`src/rtl/if_id_hazard_ctrl_pkg.sv`:
```
// Shared definitions for the IF/ID hazard sequencer: state encoding,
// register-specifier width and the hard-wired zero register.
package pipe_ctrl_pkg;

  localparam int REG_W = 5;

  // Register 0 is hard-wired to zero, so a load targeting it never creates a hazard.
  localparam logic [REG_W-1:0] ZERO_REG = {REG_W{1'b0}};

  typedef enum logic [1:0] {
    RUN      = 2'd0,
    FLUSH    = 2'd1,
    MEM_WAIT = 2'd2
  } state_t;

endpackage

```
`src/rtl/if_id_hazard_ctrl_if.sv`:
```
// Hazard inputs and pipeline-control outputs between the ID stage and the
// PC, IF/ID and ID/EX registers.
interface if_id_hazard_ctrl_if #(
  parameter int REG_W = pipe_ctrl_pkg::REG_W
);
  logic [REG_W-1:0] id_rs;
  logic [REG_W-1:0] id_rt;
  logic             id_uses_rt;
  logic             ex_mem_read;
  logic [REG_W-1:0] ex_rt;
  logic             redirect;
  logic             mem_busy;
  logic             pc_write;
  logic             if_id_write;
  logic             if_id_flush;
  logic             id_ex_bubble;
  logic             pipe_freeze;

  modport master (
    output id_rs, id_rt, id_uses_rt, ex_mem_read, ex_rt, redirect, mem_busy,
    input  pc_write, if_id_write, if_id_flush, id_ex_bubble, pipe_freeze
  );

  modport slave (
    input  id_rs, id_rt, id_uses_rt, ex_mem_read, ex_rt, redirect, mem_busy,
    output pc_write, if_id_write, if_id_flush, id_ex_bubble, pipe_freeze
  );
endinterface

```
`src/rtl/if_id_hazard_ctrl_sat_counter.sv`:
```
// W-bit event counter that sticks at all-ones instead of wrapping.
module sat_counter #(
  parameter int W = 16
) (
  input  logic         clk,
  input  logic         rst_n,
  input  logic         inc,
  output logic [W-1:0] count
);

  localparam logic [W-1:0] CNT_MAX = {W{1'b1}};
  localparam logic [W-1:0] CNT_ONE = {{(W-1){1'b0}}, 1'b1};

  // Count one event per cycle until the maximum is reached, then hold.
  always_ff @(posedge clk or negedge rst_n) begin
    if (!rst_n) begin
      count <= {W{1'b0}};
    end else if (inc && (count != CNT_MAX)) begin
      count <= count + CNT_ONE;
    end else begin
      count <= count;
    end
  end

endmodule

```
`src/rtl/if_id_hazard_ctrl.sv`:
```
// IF/ID hazard sequencer: drives PC/IF-ID enables, IF/ID flush, ID/EX bubble
// and back-end freeze from load-use hazards, redirects and memory stalls.
// Control outputs are a combinational decode of state and current inputs.
module if_id_hazard_ctrl #(
  parameter int REG_W        = pipe_ctrl_pkg::REG_W,
  parameter int FLUSH_CYCLES = 1,
  parameter int CNT_W        = 16
) (
  input  logic                  clk,
  input  logic                  rst_n,
  if_id_hazard_ctrl_if.slave    hz,
  output logic [CNT_W-1:0]      stall_cnt,
  output logic [CNT_W-1:0]      flush_cnt
);
  import pipe_ctrl_pkg::*;

  localparam logic [REG_W-1:0] ZERO_R  = REG_W'(ZERO_REG);
  localparam logic [2:0]       FC_LOAD = 3'(FLUSH_CYCLES - 1);

  state_t     state_r;
  state_t     eval_state_s;
  state_t     next_state_s;
  logic [2:0] fc_r;
  logic [2:0] fc_next_s;
  logic       load_use_s;
  logic       stall_inc_s;
  logic       flush_inc_s;
  logic       pc_write_s;
  logic       if_id_write_s;
  logic       if_id_flush_s;
  logic       id_ex_bubble_s;
  logic       pipe_freeze_s;

  // A load in EX whose destination is read by the ID instruction.
  always_comb begin
    load_use_s = hz.ex_mem_read && (hz.ex_rt != ZERO_R) &&
                 ((hz.ex_rt == hz.id_rs) || (hz.id_uses_rt && (hz.ex_rt == hz.id_rt)));
  end

  // Leaving MEM_WAIT behaves as the resumed state within the same cycle.
  always_comb begin
    eval_state_s = state_r;
    if (state_r == MEM_WAIT) begin
      eval_state_s = (fc_r != 3'd0) ? FLUSH : RUN;
    end else begin
      eval_state_s = state_r;
    end
  end

  // Priority decode: memory stall, then redirect/flush, then load-use, then run.
  always_comb begin
    next_state_s   = eval_state_s;
    fc_next_s      = fc_r;
    stall_inc_s    = 1'b0;
    flush_inc_s    = 1'b0;
    pc_write_s     = 1'b1;
    if_id_write_s  = 1'b1;
    if_id_flush_s  = 1'b0;
    id_ex_bubble_s = 1'b0;
    pipe_freeze_s  = 1'b0;
    if (!rst_n) begin
      next_state_s = RUN;
      fc_next_s    = 3'd0;
    end else if (hz.mem_busy) begin
      pc_write_s    = 1'b0;
      if_id_write_s = 1'b0;
      pipe_freeze_s = 1'b1;
      next_state_s  = MEM_WAIT;
      stall_inc_s   = 1'b1;
    end else if (hz.redirect || (eval_state_s == FLUSH)) begin
      if_id_flush_s = 1'b1;
      if (hz.redirect) begin
        fc_next_s   = FC_LOAD;
        flush_inc_s = 1'b1;
      end else begin
        fc_next_s = fc_r - 3'd1;
      end
      next_state_s = (fc_next_s != 3'd0) ? FLUSH : RUN;
    end else if (load_use_s) begin
      pc_write_s     = 1'b0;
      if_id_write_s  = 1'b0;
      id_ex_bubble_s = 1'b1;
      stall_inc_s    = 1'b1;
    end else begin
      next_state_s = RUN;
    end
  end

  // State and flush-cycle counter registers.
  always_ff @(posedge clk or negedge rst_n) begin
    if (!rst_n) begin
      state_r <= RUN;
      fc_r    <= 3'd0;
    end else begin
      state_r <= next_state_s;
      fc_r    <= fc_next_s;
    end
  end

  assign hz.pc_write     = pc_write_s;
  assign hz.if_id_write  = if_id_write_s;
  assign hz.if_id_flush  = if_id_flush_s;
  assign hz.id_ex_bubble = id_ex_bubble_s;
  assign hz.pipe_freeze  = pipe_freeze_s;

  sat_counter #(.W(CNT_W)) u_stall_cnt (
    .clk   (clk),
    .rst_n (rst_n),
    .inc   (stall_inc_s),
    .count (stall_cnt)
  );

  sat_counter #(.W(CNT_W)) u_flush_cnt (
    .clk   (clk),
    .rst_n (rst_n),
    .inc   (flush_inc_s),
    .count (flush_cnt)
  );

endmodule

```
`src/flat_wrapper.sv`:
```
// flat-port wrapper written by rule: the top's interface ports become plain ports
module if_id_hazard_ctrl_flat import pipe_ctrl_pkg::*;
#(
  parameter int REG_W        = pipe_ctrl_pkg::REG_W,
  parameter int FLUSH_CYCLES = 1,
  parameter int CNT_W        = 16
)
  (clk, rst_n, stall_cnt, flush_cnt, hz_id_rs, hz_id_rt, hz_id_uses_rt, hz_ex_mem_read, hz_ex_rt, hz_redirect, hz_mem_busy, hz_pc_write, hz_if_id_write, hz_if_id_flush, hz_id_ex_bubble, hz_pipe_freeze);
  if_id_hazard_ctrl_if #(.REG_W(REG_W)) hz_i ();
  input  logic clk;
  input  logic rst_n;
  output logic [CNT_W-1:0] stall_cnt;
  output logic [CNT_W-1:0] flush_cnt;
  input wire logic [$bits(hz_i.id_rs)-1:0] hz_id_rs;
  input wire logic [$bits(hz_i.id_rt)-1:0] hz_id_rt;
  input wire logic [$bits(hz_i.id_uses_rt)-1:0] hz_id_uses_rt;
  input wire logic [$bits(hz_i.ex_mem_read)-1:0] hz_ex_mem_read;
  input wire logic [$bits(hz_i.ex_rt)-1:0] hz_ex_rt;
  input wire logic [$bits(hz_i.redirect)-1:0] hz_redirect;
  input wire logic [$bits(hz_i.mem_busy)-1:0] hz_mem_busy;
  output wire logic [$bits(hz_i.pc_write)-1:0] hz_pc_write;
  output wire logic [$bits(hz_i.if_id_write)-1:0] hz_if_id_write;
  output wire logic [$bits(hz_i.if_id_flush)-1:0] hz_if_id_flush;
  output wire logic [$bits(hz_i.id_ex_bubble)-1:0] hz_id_ex_bubble;
  output wire logic [$bits(hz_i.pipe_freeze)-1:0] hz_pipe_freeze;
  assign hz_i.id_rs = hz_id_rs;
  assign hz_i.id_rt = hz_id_rt;
  assign hz_i.id_uses_rt = hz_id_uses_rt;
  assign hz_i.ex_mem_read = hz_ex_mem_read;
  assign hz_i.ex_rt = hz_ex_rt;
  assign hz_i.redirect = hz_redirect;
  assign hz_i.mem_busy = hz_mem_busy;
  assign hz_pc_write = hz_i.pc_write;
  assign hz_if_id_write = hz_i.if_id_write;
  assign hz_if_id_flush = hz_i.if_id_flush;
  assign hz_id_ex_bubble = hz_i.id_ex_bubble;
  assign hz_pipe_freeze = hz_i.pipe_freeze;
  if_id_hazard_ctrl #(.REG_W(REG_W), .FLUSH_CYCLES(FLUSH_CYCLES), .CNT_W(CNT_W)) u_core (.clk(clk), .rst_n(rst_n), .hz(hz_i), .stall_cnt(stall_cnt), .flush_cnt(flush_cnt));
endmodule
```
`config.mk`:
```
export PLATFORM = sky130hd
export DESIGN_NAME = if_id_hazard_ctrl_flat
export DESIGN_NICKNAME = d
export VERILOG_FILES = /design/src/rtl/if_id_hazard_ctrl_pkg.sv /design/src/rtl/if_id_hazard_ctrl_if.sv /design/src/rtl/if_id_hazard_ctrl_sat_counter.sv /design/src/rtl/if_id_hazard_ctrl.sv /design/src/flat_wrapper.sv
export SDC_FILE = /design/constraint.sdc
export NUM_CORES = 1
export LEC_CHECK = 0
export BUFFER_PORTS_ARGS = -buffer_cell sky130_fd_sc_hd__buf_2
export CAP_MARGIN = 5
export CORE_ASPECT_RATIO = 1.25
export CORE_UTILIZATION = 55
export DETAILED_ROUTE_END_ITERATION = 16
export PLACE_DENSITY = 0.86
export SLEW_MARGIN = 10
export SYNTH_ARGS = -nofsm -noshare
export SYNTH_HDL_FRONTEND = slang
export SYNTH_SLANG_ARGS = --single-unit
export TNS_END_PERCENT = 10
```
`constraint.sdc`:
```
create_clock -name clk -period 3.2 [get_ports clk]
set_input_delay 0.64 -clock clk [delete_from_list [all_inputs] [get_ports clk]]
set_output_delay 0.64 -clock clk [all_outputs]
set_load 0.02 [all_outputs]
```
==> metrics <==
#FFs+latches synth=37; critical path's most frequent cell=buf_2; critical path type=primary input to primary output; met1 usage=0.249; pwr/cell area=623 mW/mm2; Core Region=0.00348 mm2; GR Layer Usage met2=0.407; crit path launch type=primary input; CP top delay family=compound AO/OA/AOI/OAI gates; total clock sinks=37; CP max stage cell=or3_1; Die H=69.4 um; Worst-path clk slew=0.08 ns; Hold Buf Count CTS=0; first-pass GRT wire length=6790 um; Post-Syn Nets=220; final wirelength=3970 um; vias in the first global route=1612; GRT Util Overall=0.221; Syn Inst Count=195; die outline area=0.00388 mm2; Leak=0.00121 uW; TritonCTS clock tree=built; total number of vias=1652; 1st-iter DRT viols=41; Routed Antenna Nets=0; # IOs=58; Req. time, crit path=2.56 ns; average size of a mapped cell=10.3 um2; Die Wd=55.9 um; P&R area growth vs syn=23.0%; Min-Delay Path Class=primary input to asynchronous set/reset pin; met3 Track Usage GR=0.0504; row count=24; H-tree levels=2; final critical-path required period=2.58 ns; antenna violations before repair=0; drt wl/cell=13.4 um; post-synthesis sequential area ratio=0.463; Post-DP HPWL=3010 um; deepest clock path buffer count=2; most common cell after layout, fill and taps aside=buf_2; DRC Markers=0; largest net degree at the start of global routing=27; CTS buffer count=5; cell area after synthesis=0.00200 mm2; EDFF count, synth=0; Worst Skew=0.00629 ns; synthesis warning total=0; Tightest Pin Transition=0.440 ns; Slew headroom=0.704; asr flop ratio synth=1.00; later-pin clock latency in the skew report=0.29 ns; DR pass1 iterations=4; Placed Cells=289; post-route clock period utilization=0.807; delay of the slowest critical-path stage=0.36 ns; Bufs and invs on worst path=2; layout cells sized above 1=0.283; final net count=282; Port Buffers=57; setup bufs post-CTS=0; Peak supply drop=0.000536 V; busiest grt layer=met2; final setup fails=0; initial cell density of the core=0.574; Fin. Hold Viols=0; Top FF cell, synth=dfrtp_1; worst-path fanout max=6; maximum clock rate=387 MHz; final cell count without fillers=297; post_cts resized=0; commonest non-fill, non-tap cells in the layout=buf_2 (57), dfrtp_1 (37), xnor2_1 (23); Vias/cell=5.56; reported max-cap violation count=0; number of diodes=0; CTS Root Cell=clkbuf_8; GRT overflow=0; gpl congestion=0.808; final max-slew violation count=0; crit end category=primary output; arrival time at the worst endpoint=1.94 ns; critical path, cell by cell=buf_2 -> or3_1 -> o311a_1 -> a31oi_4 -> buf_2; RSZ-0062 raised after global routing=false; status=completed; Distinct cells, synth=40; total power=1530 uW; Total Neg Setup Slack=0 ns
layout make-up:
cell class                 instances  area, um2
clock buffer                       5       68.8
clock inverter                     3       68.8
fill                             290       1020
inverter                           3       11.3
multi-input combinational        151       1040
sequential                        37        926
tap                               39       48.8
timing repair buffer              59        300
worst paths after layout:
check / startpoint / endpoint / slack (ns) / cells past startpoint
worst max-delay path: hz_ex_rt[1] / hz_if_id_write / 0.62 / 5
worst min-delay path: rst_n / u_core.u_stall_cnt.count[4]$_DFFE_PN0P_ / 0.25 / 1
worst max register to register: u_core.fc_r[0]$_DFFE_PN0P_ / u_core.u_stall_cnt.count[6]$_DFFE_PN0P_ / 1.00 / 8
worst min register to register: u_core.u_flush_cnt.count[7]$_DFFE_PN0P_ / u_core.u_flush_cnt.count[7]$_DFFE_PN0P_ / 0.49 / 1
max in group asynchronous: rst_n / u_core.u_stall_cnt.count[10]$_DFFE_PN0P_ / 2.29 / 2
min in group clk: u_core.u_flush_cnt.count[7]$_DFFE_PN0P_ / u_core.u_flush_cnt.count[7]$_DFFE_PN0P_ / 0.49 / 1
sequential cells by signal, indices dropped and copies added (netlist names):
register                  cells
u_core.fc_r                   3
u_core.state_r                2
u_core.u_flush_cnt.count     16
u_core.u_stall_cnt.count     16
cells in the mapped netlist, types with 3 or more instances:
library cell / count / share of area
nor2b_1: 5 / 0.016
xor2_1: 14 / 0.061
and3_1: 7 / 0.022
nand2_1: 19 / 0.036
inv_1: 3 / 0.0056
nand4_1: 7 / 0.022
nand3_1: 13 / 0.033
ha_1: 4 / 0.025
o21ai_0: 3 / 0.0075
xnor2_1: 23 / 0.10
and4_1: 4 / 0.018
nor2_1: 10 / 0.019
a21oi_1: 5 / 0.013
nor3_1: 8 / 0.020
dfrtp_1: 37 / 0.46
power by group:
group	switching (uW)	internal, uW	total, uW	leakage (uW)
Clock	179	314	493	0.0000687
Sequential	105	546	651	0.000487
Combinational	228	160	387	0.000650
Total	512	1020	1530	0.00121
cell families after synthesis:
| family | synth area share |
|---|---|
| adders and majority gates | 0.0250 |
| DFF | 0.463 |
| and+or+nand+nor | 0.233 |
| AOI/OAI and AO/OA | 0.0795 |
| muxes | 0.0188 |
| buffers and inverters | 0.0188 |
| xor gates and xnor gates | 0.162 |
routing by layer:
metal / up-vias / part of all wire
met3: 6 / 0.046
met5: - / 0
li1: 803 / -
met2: 55 / 0.53
met4: 0 / 0.012
met1: 788 / 0.42
per-stage QoR:
step	worst slack [ns]	hold WS [ns]	instance area [um2]	utilization
floorplan	0.609	0.344	2000	-
CTS	0.621	0.260	2460	0.706
detailed placement	0.625	0.482	2320	0.667
global route	0.569	0.270	2460	0.706
global placement	0.632	0.475	2320	0.667
finish	0.617	0.254	2460	0.706
Power figures use the tool's default switching activity.
